==> src/rtl/input_feed_ctrl_pkg.sv <==
//==============================================================================
// Module   : input_feed_pkg
// Brief    : States, default geometry and helpers for the systolic input feeder.
//            INPUT_FEED_ZERO_FILL_EN adds the ZERO state.
// Revision : 1.0
//==============================================================================
`default_nettype none

package input_feed_pkg;

  localparam int c_def_rows = 4;
  localparam int c_def_cols = 5;
  localparam int c_def_dw   = 16;

`ifdef INPUT_FEED_ZERO_FILL_EN
  typedef enum logic [2:0] {
    IDLE   = 3'd0,
    LOAD   = 3'd1,
    ZERO   = 3'd2,
    STREAM = 3'd3,
    DONE   = 3'd4
  } state_t;
`else
  typedef enum logic [2:0] {
    IDLE   = 3'd0,
    LOAD   = 3'd1,
    STREAM = 3'd3,
    DONE   = 3'd4
  } state_t;
`endif

  function automatic int last_addr(input int rows, input int cols);
    return rows * cols - 1;
  endfunction

endpackage

`default_nettype wire

==> src/rtl/input_feed_ctrl_if.sv <==
//==============================================================================
// Module   : input_feed_ctrl_if
// Brief    : Host load stream plus RAM write/read port bundle of the feeder.
// Revision : 1.0
//==============================================================================
`default_nettype none

interface input_feed_ctrl_if #(
  parameter int DW = 16,
  parameter int AW = 7
);
  logic          start;
  logic          in_valid;
  logic [DW-1:0] in_data;
  logic          in_ready;
  logic [DW-1:0] ram_data;
  logic [AW-1:0] ram_addr_in;
  logic          ram_we;
  logic [AW-1:0] ram_addr_out;
  logic          ram_oe;
  logic          feed_valid;
  logic          busy;
  logic          done;

  modport master (
    output start, in_valid, in_data,
    input  in_ready, ram_data, ram_addr_in, ram_we, ram_addr_out,
    input  ram_oe, feed_valid, busy, done
  );

  modport slave (
    input  start, in_valid, in_data,
    output in_ready, ram_data, ram_addr_in, ram_we, ram_addr_out,
    output ram_oe, feed_valid, busy, done
  );
endinterface

`default_nettype wire

==> src/rtl/input_feed_ctrl_addr_gen.sv <==
//==============================================================================
// Module   : feed_addr_gen
// Brief    : Row/col counters and running RAM write address for LOAD and ZERO.
//            INPUT_FEED_ZERO_FILL_EN adds the zero-column walk.
// Revision : 1.0
//==============================================================================
`default_nettype none

module feed_addr_gen
  import input_feed_pkg::*;
#(
  parameter int ROWS = c_def_rows,
  parameter int COLS = c_def_cols,
  parameter int AW   = 7
) (
  input  logic          clk,
  input  logic          rst,
  input  logic          clear,
  input  logic          advance,
`ifdef INPUT_FEED_ZERO_FILL_EN
  input  logic          zero_mode,
  output logic          zero_last,
`endif
  output logic [AW-1:0] addr,
  output logic          load_last
);

  localparam int c_rw = $clog2(ROWS + 1);
  localparam int c_cw = $clog2(COLS + 1);
`ifdef INPUT_FEED_ZERO_FILL_EN
  localparam int c_col_max = COLS - 2;
`else
  localparam int c_col_max = COLS - 1;
`endif
  localparam logic [c_rw-1:0] c_row_last = c_rw'(ROWS - 1);
  localparam logic [c_cw-1:0] c_col_last = c_cw'(c_col_max);
  // Row wrap jumps over the trailing zero block when the controller owns it
  localparam logic [AW-1:0]   c_row_skip = AW'(COLS - c_col_max);

  logic [c_rw-1:0] r_row;
  logic [c_cw-1:0] r_col;

  assign load_last = (r_row == c_row_last) && (r_col == c_col_last);
`ifdef INPUT_FEED_ZERO_FILL_EN
  assign zero_last = (r_row == c_row_last);
`endif

  always_ff @(posedge clk) begin
    if (rst) begin
      r_row <= '0;
      r_col <= '0;
      addr  <= '0;
    end else if (clear) begin
      r_row <= '0;
      r_col <= '0;
`ifdef INPUT_FEED_ZERO_FILL_EN
      addr  <= zero_mode ? AW'(COLS - 1) : '0;
`else
      addr  <= '0;
`endif
    end else if (advance) begin
`ifdef INPUT_FEED_ZERO_FILL_EN
      if (zero_mode) begin
        r_row <= r_row + c_rw'(1);
        addr  <= addr + AW'(COLS);
      end else
`endif
      if (r_col == c_col_last) begin
        r_col <= '0;
        r_row <= r_row + c_rw'(1);
        addr  <= addr + c_row_skip;
      end else begin
        r_col <= r_col + c_cw'(1);
        addr  <= addr + AW'(1);
      end
    end
  end

endmodule

`default_nettype wire

==> src/rtl/input_feed_ctrl.sv <==
//==============================================================================
// Module   : input_feed_ctrl
// Brief    : Loads host words into the row-skewed systolic input RAM, then
//            sweeps the read column. INPUT_FEED_ZERO_FILL_EN enables ZERO.
// Revision : 1.0
//==============================================================================
`default_nettype none

module input_feed_ctrl
  import input_feed_pkg::*;
#(
  parameter int ROWS = c_def_rows,
  parameter int COLS = c_def_cols,
  parameter int DW   = c_def_dw,
  parameter int AW   = 7
) (
  input  logic              clk,
  input  logic              rst,
  input_feed_ctrl_if.slave  bus
);

  localparam int c_cw = $clog2(COLS + 1);
  localparam logic [c_cw-1:0] c_scol_last = c_cw'(COLS - 1);

  if (AW < $clog2(last_addr(ROWS, COLS) + 1)) begin : g_aw_check
    $error("input_feed_ctrl: AW cannot address ROWS*COLS words");
  end

  state_t          r_state;
  logic [c_cw-1:0] r_scol;
  logic            w_beat;
  logic            w_ag_clear;
  logic            w_ag_adv;
  logic            w_load_last;
  logic [AW-1:0]   w_wr_addr;
`ifdef INPUT_FEED_ZERO_FILL_EN
  logic            w_ag_zero;
  logic            w_zero_last;
`endif

  assign bus.in_ready = (r_state == LOAD);
  assign w_beat       = bus.in_valid && bus.in_ready;

  // The last LOAD beat reloads the generator at the first zero slot
  always_comb begin
    w_ag_clear = (r_state == IDLE);
    w_ag_adv   = w_beat;
`ifdef INPUT_FEED_ZERO_FILL_EN
    w_ag_zero  = 1'b0;
    if (r_state == ZERO) begin
      w_ag_adv  = 1'b1;
      w_ag_zero = 1'b1;
    end
    if (w_beat && w_load_last) begin
      w_ag_clear = 1'b1;
      w_ag_zero  = 1'b1;
    end
`endif
  end

  feed_addr_gen #(
    .ROWS (ROWS),
    .COLS (COLS),
    .AW   (AW)
  ) u_addr_gen (
    .clk       (clk),
    .rst       (rst),
    .clear     (w_ag_clear),
    .advance   (w_ag_adv),
`ifdef INPUT_FEED_ZERO_FILL_EN
    .zero_mode (w_ag_zero),
    .zero_last (w_zero_last),
`endif
    .addr      (w_wr_addr),
    .load_last (w_load_last)
  );

  always_ff @(posedge clk) begin
    if (rst) begin
      r_state          <= IDLE;
      r_scol           <= '0;
      bus.ram_we       <= 1'b0;
      bus.ram_oe       <= 1'b0;
      bus.feed_valid   <= 1'b0;
      bus.busy         <= 1'b0;
      bus.done         <= 1'b0;
      bus.ram_data     <= {DW{1'b0}};
      bus.ram_addr_in  <= '0;
      bus.ram_addr_out <= '0;
    end else begin
      bus.ram_we     <= 1'b0;
      bus.ram_oe     <= 1'b0;
      bus.feed_valid <= 1'b0;
      bus.done       <= 1'b0;
      case (r_state)
        IDLE: begin
          bus.busy <= bus.start;
          r_scol   <= '0;
          if (bus.start) r_state <= LOAD;
        end
        LOAD: begin
          if (w_beat) begin
            bus.ram_we      <= 1'b1;
            bus.ram_data    <= bus.in_data;
            bus.ram_addr_in <= w_wr_addr;
`ifdef INPUT_FEED_ZERO_FILL_EN
            if (w_load_last) r_state <= ZERO;
`else
            if (w_load_last) r_state <= STREAM;
`endif
          end
        end
`ifdef INPUT_FEED_ZERO_FILL_EN
        ZERO: begin
          bus.ram_we      <= 1'b1;
          bus.ram_data    <= {DW{1'b0}};
          bus.ram_addr_in <= w_wr_addr;
          if (w_zero_last) r_state <= STREAM;
        end
`endif
        STREAM: begin
          bus.ram_oe       <= 1'b1;
          bus.feed_valid   <= 1'b1;
          bus.ram_addr_out <= AW'(r_scol);
          if (r_scol == c_scol_last) begin
            r_scol  <= '0;
            r_state <= DONE;
          end else begin
            r_scol <= r_scol + c_cw'(1);
          end
        end
        DONE: begin
          bus.done <= 1'b1;
          r_state  <= IDLE;
        end
        default: r_state <= IDLE;
      endcase
    end
  end

endmodule

`default_nettype wire

==> src/flat_wrapper.sv <==
// flat-port wrapper written by rule: the top's interface ports become plain ports
module input_feed_ctrl_flat import input_feed_pkg::*;
#(
  parameter int ROWS = c_def_rows,
  parameter int COLS = c_def_cols,
  parameter int DW   = c_def_dw,
  parameter int AW   = 7
)
  (clk, rst, bus_start, bus_in_valid, bus_in_data, bus_in_ready, bus_ram_data, bus_ram_addr_in, bus_ram_we, bus_ram_addr_out, bus_ram_oe, bus_feed_valid, bus_busy, bus_done);
  input_feed_ctrl_if #(.DW(DW), .AW(AW)) bus_i ();
  input  logic clk;
  input  logic rst;
  input wire logic [$bits(bus_i.start)-1:0] bus_start;
  input wire logic [$bits(bus_i.in_valid)-1:0] bus_in_valid;
  input wire logic [$bits(bus_i.in_data)-1:0] bus_in_data;
  output wire logic [$bits(bus_i.in_ready)-1:0] bus_in_ready;
  output wire logic [$bits(bus_i.ram_data)-1:0] bus_ram_data;
  output wire logic [$bits(bus_i.ram_addr_in)-1:0] bus_ram_addr_in;
  output wire logic [$bits(bus_i.ram_we)-1:0] bus_ram_we;
  output wire logic [$bits(bus_i.ram_addr_out)-1:0] bus_ram_addr_out;
  output wire logic [$bits(bus_i.ram_oe)-1:0] bus_ram_oe;
  output wire logic [$bits(bus_i.feed_valid)-1:0] bus_feed_valid;
  output wire logic [$bits(bus_i.busy)-1:0] bus_busy;
  output wire logic [$bits(bus_i.done)-1:0] bus_done;
  assign bus_i.start = bus_start;
  assign bus_i.in_valid = bus_in_valid;
  assign bus_i.in_data = bus_in_data;
  assign bus_in_ready = bus_i.in_ready;
  assign bus_ram_data = bus_i.ram_data;
  assign bus_ram_addr_in = bus_i.ram_addr_in;
  assign bus_ram_we = bus_i.ram_we;
  assign bus_ram_addr_out = bus_i.ram_addr_out;
  assign bus_ram_oe = bus_i.ram_oe;
  assign bus_feed_valid = bus_i.feed_valid;
  assign bus_busy = bus_i.busy;
  assign bus_done = bus_i.done;
  input_feed_ctrl #(.ROWS(ROWS), .COLS(COLS), .DW(DW), .AW(AW)) u_core (.clk(clk), .rst(rst), .bus(bus_i));
endmodule
==> config.mk <==
export PLATFORM = sky130hd
export DESIGN_NAME = input_feed_ctrl_flat
export DESIGN_NICKNAME = d
export VERILOG_FILES = /design/src/rtl/input_feed_ctrl_pkg.sv /design/src/rtl/input_feed_ctrl_if.sv /design/src/rtl/input_feed_ctrl_addr_gen.sv /design/src/rtl/input_feed_ctrl.sv /design/src/flat_wrapper.sv
export SDC_FILE = /design/constraint.sdc
export NUM_CORES = 1
export LEC_CHECK = 0
export CAP_MARGIN = 5
export CORE_MARGIN = 2
export CORE_UTILIZATION = 37
export CTS_CLUSTER_DIAMETER = 200
export DETAILED_ROUTE_END_ITERATION = 8
export PLACE_DENSITY = 0.62
export SLEW_MARGIN = 20
export SYNTH_ARGS = -nofsm -noshare
export SYNTH_HDL_FRONTEND = slang
export SYNTH_SLANG_ARGS = --single-unit
==> constraint.sdc <==
create_clock -name clk -period 4 [get_ports clk]
set_input_delay 1 -clock clk [delete_from_list [all_inputs] [get_ports clk]]
set_output_delay 1 -clock clk [all_outputs]
set_load 0.03 [all_outputs]
Word-level counts from Yosys, hierarchy flattened
Cells that the tools add are included.
{"block": "classes", "add_sub_neg": 4, "eq_ne": 10, "n_mux": 11, "bitwise_logic": 1, "reduce_logical": 9}
{"operator": "$mux W3", "n": 6}
{"operator": "$add A3 B1 Y3 const B", "n": 3}
{"operator": "$eq A3 B3 Y1 const B", "n": 3}
{"operator": "$pmux W3 S3", "n": 1}
{"operator": "$add A7 B1 Y7 const B", "n": 1}
{"operator": "$eq A3 B2 Y1 const B", "n": 2}
{"operator": "$ne A2 B2 Y1 const B", "n": 3}
{"operator": "$pmux W3 S2", "n": 1}
{"operator": "$reduce_and A2 Y1", "n": 2}
{"operator": "$reduce_and A4 Y1", "n": 1}
{"operator": "$reduce_or A2 Y1", "n": 2}
{"operator": "$eq A3 B1 Y1 const B", "n": 1}
{"operator": "$logic_not A3 Y1", "n": 1}
{"operator": "$mux W1", "n": 3}
{"operator": "$logic_and A1 B1 Y1", "n": 2}
{"operator": "$ne A2 B1 Y1 const B", "n": 1}
{"operator": "$reduce_bool A2 Y1", "n": 1}
{"operator": "$not A1 Y1", "n": 1}
{"block": "totals", "register_bits": 49, "input_bits": 20, "out_inout_bits": 36, "wordCells": 47}

Logic depth before layout (Yosys ltp)
{"block": "logic_depth", "depth_word": 5, "mapped_depth": 5, "depth_no_buf": 5}

By module
Synthesis repeated with hierarchy kept, for this count alone.
{"block": "unflattened", "cells_unflattened": 234, "hier_area_um2": 2109.5}
{"module": "input_feed_ctrl", "n_inst": 1, "cells_each": 170, "area_each_um2": 1502.7, "seq_area_each_um2": 720.7}
{"module": "feed_addr_gen", "n_inst": 1, "cells_each": 64, "area_each_um2": 606.8, "seq_area_each_um2": 260.2}

Worst setup path after synthesis
Ideal clock, no wire load.
{"block": "synth_path", "kind": "register to output", "start": "register u_core.r_state[0]", "end": "output bus_in_ready", "arrival_ps": 1323, "t_required_ps": 3000, "path_slack_ps": 1677, "path_stages_with_launch": 3, "n_path_buf": 1, "path_cell_list": "dfxtp_1 -> buf_2 -> nor3b_1"}
{"block": "synth_between", "elab_chain_len": 1}
{"item": "from (decl)", "line": "input_feed_ctrl.sv:29", "text": "state_t r_state;"}
{"item": "from (signal assigned)", "line": "input_feed_ctrl.sv:80", "text": "r_state <= IDLE;"}
{"item": "from (signal assigned)", "line": "input_feed_ctrl.sv:99", "text": "if (bus.start) r_state <= LOAD;"}
{"item": "from (signal assigned)", "line": "input_feed_ctrl.sv:109", "text": "if (w_load_last) r_state <= STREAM;"}
{"item": "$eq A3 B1 Y1", "line": "input_feed_ctrl.sv:41", "text": "assign bus.in_ready = (r_state == LOAD);"}
{"item": "to (decl)", "line": "flat_wrapper.sv:16", "text": "output wire logic [$bits(bus_i.in_ready)-1:0] bus_in_ready;"}
Every way passes these cells.

Worst setup path after layout
Ends and elaborated chain as after synthesis.

==> flow_metrics.env <==
export IMPL_grt_max_degree=42
export IMPL_dieArea_um2=6086
export IMPL_synth_edff_count=0
export IMPL_clkTransAtPathRegs_ns=0.10
export IMPL_yosysTopAreaCell="dfxtp_1"
export IMPL_antenna_found_initial=0
export IMPL_tritoncts="done"
export IMPL_syn_area_per_cell_um2=8.446
export IMPL_critPathKind="flip-flop to primary output"
export IMPL_required_ns=3.00
export IMPL_hp_class="flip-flop to flip-flop"
export IMPL_postRouteAntennaNets=0
export IMPL_die_y_um=78.02
export IMPL_synth_top_family_by_area="simple AND/OR/NAND/NOR gates"
export IMPL_finalSetupTns_ns=0
export IMPL_maxCapViolCount=0
export IMPL_grt_pass1_wl_um=7072
export IMPL_vias=1675
export IMPL_yosys_area_share_simple_pct=23.64
export IMPL_clockBufferDepth=2
export IMPL_period_minus_slack_ns=2.849
export IMPL_root_buffer="clkbuf_8"
export IMPL_core_area_um2=5205
export IMPL_hold_viol_final=0
export IMPL_netlist_instances=240
export IMPL_start_util_pct=38.94
export IMPL_slew_headroom_pct=56.33
export IMPL_finalCritPeriodShare_pct=71.23
export IMPL_chipWidth_um=78.02
export IMPL_drive_above_1_share_pct=3.901
export IMPL_crit_fanout=13
export IMPL_synth_top_cell_area_share_pct=48.40
export IMPL_yosysWarningCount=0
export IMPL_max_vdd_ir_drop_mv=0.1639
export IMPL_static_leakage_power_nw=0.9161
export IMPL_worstMarginPinSlew_ns=0.6551
export IMPL_fin_util_pct=51.15
export IMPL_drc=0
export IMPL_synth_area_um2=2027
export IMPL_clk_latency_ns=0.30
export IMPL_syn_to_final_growth_pct=31.36
export IMPL_placement_rows=26
export IMPL_htree_levels=2
export IMPL_status="finished, final reports clean"
export IMPL_r2r_slack_ns=1.97
export IMPL_setup_viol_count_final=0
export IMPL_cts_sinks=49
export IMPL_num_antenna_cells=0
export IMPL_synth_compound_area_share_pct=13.89
export IMPL_drtIter0Drc=74
export IMPL_postCtsHoldBufs=0
export IMPL_io_buffers=51
export IMPL_grt_pass1_vias=1615
export IMPL_yosysSeqAreaShare_pct=48.40
export IMPL_routed_wl_um=3991
export IMPL_crit_path_start_kind="flip-flop"
export IMPL_seqCellArea_um2=980.9
export IMPL_slew_viol_final=0
export IMPL_num_nets_final=308
export IMPL_fill_cells=543
export IMPL_cts_repair_resized=0
export IMPL_gp_congestion=0.8029
export IMPL_dr_pass1_iters=4
export IMPL_pwr_density_cell_nw_per_um2=380.0
export IMPL_crit_arrival_ns=1.85
export IMPL_grt_use_total_pct=14.30
export IMPL_numCtsBuffers=5
export IMPL_rsz0062_at_grt="no"
export IMPL_grt_ovfl_total=0
export IMPL_synthAdderAreaFrac_pct=4.321
export IMPL_synthTopCellsByArea="dfxtp_1 48%, nand2_1 9.8%, a21oi_1 9.4%"
export IMPL_synth_xor_area_share_pct=0.4321
export IMPL_synth_mux_area_share_pct=1.975
export IMPL_synth_main_ff_cell="dfxtp_1"
export IMPL_place_hpwl_um=2492
export IMPL_wl_per_cell_um=11.34
export IMPL_post_cts_buffers=0
export IMPL_clock_skew_ns=0.01246
export IMPL_fmax_mhz=351.0
export IMPL_multi_input_area_um2=912.1
export IMPL_yosys_cell_types_count=32
export IMPL_async_flop_share_pct=0
export IMPL_io_pins=56
export IMPL_end_kind="primary output"
export IMPL_ys_ff_latch=49
export IMPL_vias_per_cell=4.759
-- cell families (layout without fill, tap and decap cells) --
kind of cell,count (synthesis),count (layout)
flops,49,49
buf+inv,28,67
mux,4,4
fa+ha+maj,7,7
simple gates,96,96
xor+xnor,1,1
other cells,1,4
compound gates,54,54
-- flip-flops by register name, indices dropped and copies added, names as in the netlist --
register / flops
u_core.u_addr_gen.addr: 7
u_core.bus.ram_addr_in: 7
u_core.u_addr_gen.r_col: 3
u_core.u_addr_gen.r_row: 3
u_core.bus.ram_data: 16
u_core.r_scol: 3
u_core.bus.done: 1
u_core.bus.busy: 1
u_core.bus.ram_addr_out: 3
u_core.bus.ram_oe: 1
u_core.bus.ram_we: 1
u_core.r_state: 3
-- where the power goes --
group,total (mW),switching (mW),leakage [nW],internal [mW]
clock,0.418,0.167,0.0687,0.252
combinational,0.0907,0.0516,0.451,0.0391
sequential,0.503,0.00689,0.397,0.496
total,1.01,0.225,0.916,0.787
-- cell usage after synthesis (all sizes together) (3+ instances only) --
cell type	count
a21oi	38
nand4	3
buf	15
clkbuf	6
nand2	53
o21ai	11
nand3	7
dfxtp	49
nor2	8
mux2i	4
ha	7
inv	7
nor2b	4
or3	5
nand3b	3
-- cells in the final DEF, fill, tap and decap left out, drive strengths merged --
master         instances
nand3b                 3
inv                    8
a21oi                 38
dfxtp                 49
or3                    5
clkdlybuf4s50         51
or4                    2
mux2i                  4
and4bb                 1
ha                     7
nand4                  3
buf                    1
nor4b                  1
a31oi                  2
nor2                   8
conb                   4
clkbuf                 5
nor3b                  1
and3b                  1
nand2                 53
o31ai                  2
nand4b                 1
xnor2                  1
a311oi                 1
nand2b                 2
nor3                   2
and2                   1
nand3                  7
nand4bb                1
o21ai                 11
bufinv                 2
nor2b                  4
-- worst max-delay path, cell delays in order (launching register included) --
cell and delay (ns):
dfxtp_1 0.61, nor3b_1 0.24, clkdlybuf4s50_1 0.70
-- per-layer routing --
layer  track usage, %  part of all wire (%)
met5                0                     0
met4            6.842                   1.7
met3            3.678                   6.8
met2            23.02                    41
met1            17.87                    50
-- through the flow --
stage / setup slack, ns / std cells / total power [mW] / cell area [µm²] / hold WS, ns
floorplan: 1.677 / 243 / 0.5704 / 2038 / 0.4401
global placement: 1.122 / 344 / 0.6061 / 2525 / 0.4417
detailed placement: 1.066 / 344 / 0.6061 / 2525 / 0.4482
CTS: 1.153 / 352 / 1.025 / 2663 / 0.4626
global route: 0.9440 / 352 / 1.060 / 2663 / 0.4738
finish: 1.151 / 352 / 1.012 / 2663 / 0.4593
-- area by class of cell --
cell class                 instances  share of cell area, %
inverter                           7                 0.9868
timing repair buffer              52                  19.45
clock inverter                     3                  2.585
multi-input combinational        166                  34.26
clock buffer                       5                  2.585
tap                               70                  3.289
sequential                        49                  36.84
-- worst paths after layout --
| check | start | end | cells after the start |
|---|---|---|---|
| setup / recovery | u_core.r_state[0]$_SDFFE_PP0P_ | bus_in_ready | 2 |
| hold / removal | u_core.bus.ram_data[12]$_SDFFE_PP0P_ | u_core.bus.ram_data[12]$_SDFFE_PP0P_ | 2 |
| setup reg to reg | u_core.r_state[0]$_SDFFE_PP0P_ | u_core.u_addr_gen.addr[6]$_SDFFE_PP0P_ | 3 |
| hold reg to reg | u_core.bus.ram_data[12]$_SDFFE_PP0P_ | u_core.bus.ram_data[12]$_SDFFE_PP0P_ | 2 |
(Power assumes the default switching activity.)
==> patch: new RTL, same settings <==
The package constant `c_def_rows` goes from 4 to 2.
--- a/src/rtl/input_feed_ctrl_pkg.sv
+++ b/src/rtl/input_feed_ctrl_pkg.sv
@@ -8,7 +8,7 @@
 
 package input_feed_pkg;
 
-  localparam int c_def_rows = 4;
+  localparam int c_def_rows = 2;
   localparam int c_def_cols = 5;
   localparam int c_def_dw   = 16;
 
Behaviour: no difference found for any inputs over 10 cycles, from zero or initial values and one cycle with rst high; that may be too few to reach the edited logic, so the function may still have changed.
==> patch against the original RTL <==
Worst hold slack got worse by 0.0034 ns; setup slack gained 0.097 ns; total power shrank 8.3%; routed wire length shrank 1.9%; combinational power is 2.9% higher; register-to-register slack improved by 0.09 ns; clock skew shrank 0.0069 ns; area after synthesis down 2.8%; cell count is 2.0% lower; sequential cell count fell by 1; cell area shrank 3.8%; global-route usage hardly changed; first-iteration DRC count is 1.4% lower; critical path type unchanged.
==> patch: results (changes against the original RTL) <==
=================================================================================
Capturing point of the worst reg2reg path .......................... u_core.u_addr_gen.addr[5]$_SDFFE_PP0P_
Via count of the first global-routing pass .........................         1476   -8.6%
GRT Overall Usage ..................................................        14.3%   -0.025 points
Internal power .....................................................     0.712 mW   -9.5%
Clock slew seen by the registers of the worst setup and hold paths .      0.08 ns   -0.02 ns
Detailed-route wire length .........................................      3.92 mm   -1.9%
Combinational Power ................................................    0.0933 mW   +2.9%
Fillcell total .....................................................          504   -7.2%
Highest Clock Rate .................................................      363 MHz   +3.5%
Worst EP arrival ...................................................      1.75 ns   -0.10 ns
Gp weighted congestion .............................................        0.751   -6.4%
Fin Clk Skew .......................................................   0.00555 ns   -0.00691 ns
Violation count after the first detailed-routing iteration .........           73   -1.4%
Setup slack at placement ...........................................      1.07 ns   +0.00369 ns
Global-route wire length before repair .............................      6.91 mm   -2.3%
Clock group share of total power ...................................        36.9%   -4.4 points
Result of the run .................................................. complete, no violations
First-pass iteration count of the detailed router ..................            5   +1
Per-cell via count in the routed design ............................         4.66   -2.1%
Leading post-synthesis cells by instance count ..................... sky130_fd_sc_hd__nand2_1 (60), sky130_fd_sc_hd__dfxtp_1 (48), sky130_fd_sc_hd__a21oi_1 (40)
Hold Startpoint .................................................... u_core.bus.ram_data[12]$_SDFFE_PP0P_
Worst setup slack for register-to-register paths ...................      2.06 ns   +0.09 ns
Detail Placement HPWL ..............................................      2.61 mm   +4.8%
Largest cells by area after synthesis .............................. sky130_fd_sc_hd__dfxtp_1 (49%), sky130_fd_sc_hd__nand2_1 (11%), sky130_fd_sc_hd__a21oi_1 (10%), sky130_fd_sc_hd__ha_1 (3.8%), sky130_fd_sc_hd__buf_4 (3.0%)
Proportion of layout cells with a drive suffix above 1 .............        6.18%   +2.3 points
Largest fanout on the critical path ................................            9   -4
Cell area power density ............................................   362 mW/mm2   -4.7%
Count of unique library cells instantiated by Yosys ................           33   +3.1%
=================================================================================
## patch: cell count changes after synthesis, sizes merged, moves of 2 or more
| cell | unedited run | this run |
|---|---|---|
| nand2 | 53 | 60 |
| o21ai | 11 | 8 |
| buf | 15 | 17 |
| a211oi | 0 | 3 |
| clkbuf | 6 | 4 |
| a31oi | 2 | 0 |
| nor2b | 4 | 0 |
| mux2i | 4 | 2 |
| nand3 | 7 | 4 |
| a21oi | 38 | 40 |
## patch: stage by stage
step / instances / hold slack (ns) / area, um2
4_1_cts: 345 / 0.458 / 2560
5_1_grt: 345 / 0.484 / 2560
3_3_place_gp: 337 / 0.442 / 2450
2_1_floorplan: 236 / 0.440 / 1980
3_5_place_dp: 337 / 0.446 / 2450
6_report: 345 / 0.456 / 2560
## patch: cell type report
cell class / count / area share, %
inverters: 8 / 1.17
flip-flops and latches: 48 / 37.5
well taps: 70 / 3.42
clock inverters: 2 / 1.37
repair buffers: 52 / 20.2
clock buffers: 6 / 2.83
multi-input cells: 159 / 33.5
## patch: cell families (layout without fill, tap and decap cells)
kind of cell	Yosys count	after routing	synth area share [%]
XOR/XNOR	2	2	0.890
multiplexers	2	2	1.02
AND/OR/NAND/NOR	93	93	23.4
flip-flops	48	48	48.8
other	1	4	0.190
adder cells (fa/ha/maj)	6	6	3.81
AO/OA/AOI/OAI	52	52	13.7
buffers and inverters	29	68	8.20
## patch: layer usage
layer	vias up	GRT usage, %	wire length [um]
li1	844	-	-
met1	710	18.8	1920
met2	47	20.8	1600
met3	6	5.88	326
met4	0	5.45	62
met5	-	0	0
## patch: critical path: stages (launching register included)
cell and delay, ns:
sky130_fd_sc_hd__dfxtp_1 0.53, sky130_fd_sc_hd__nor3b_1 0.22, sky130_fd_sc_hd__clkdlybuf4s50_1 0.70
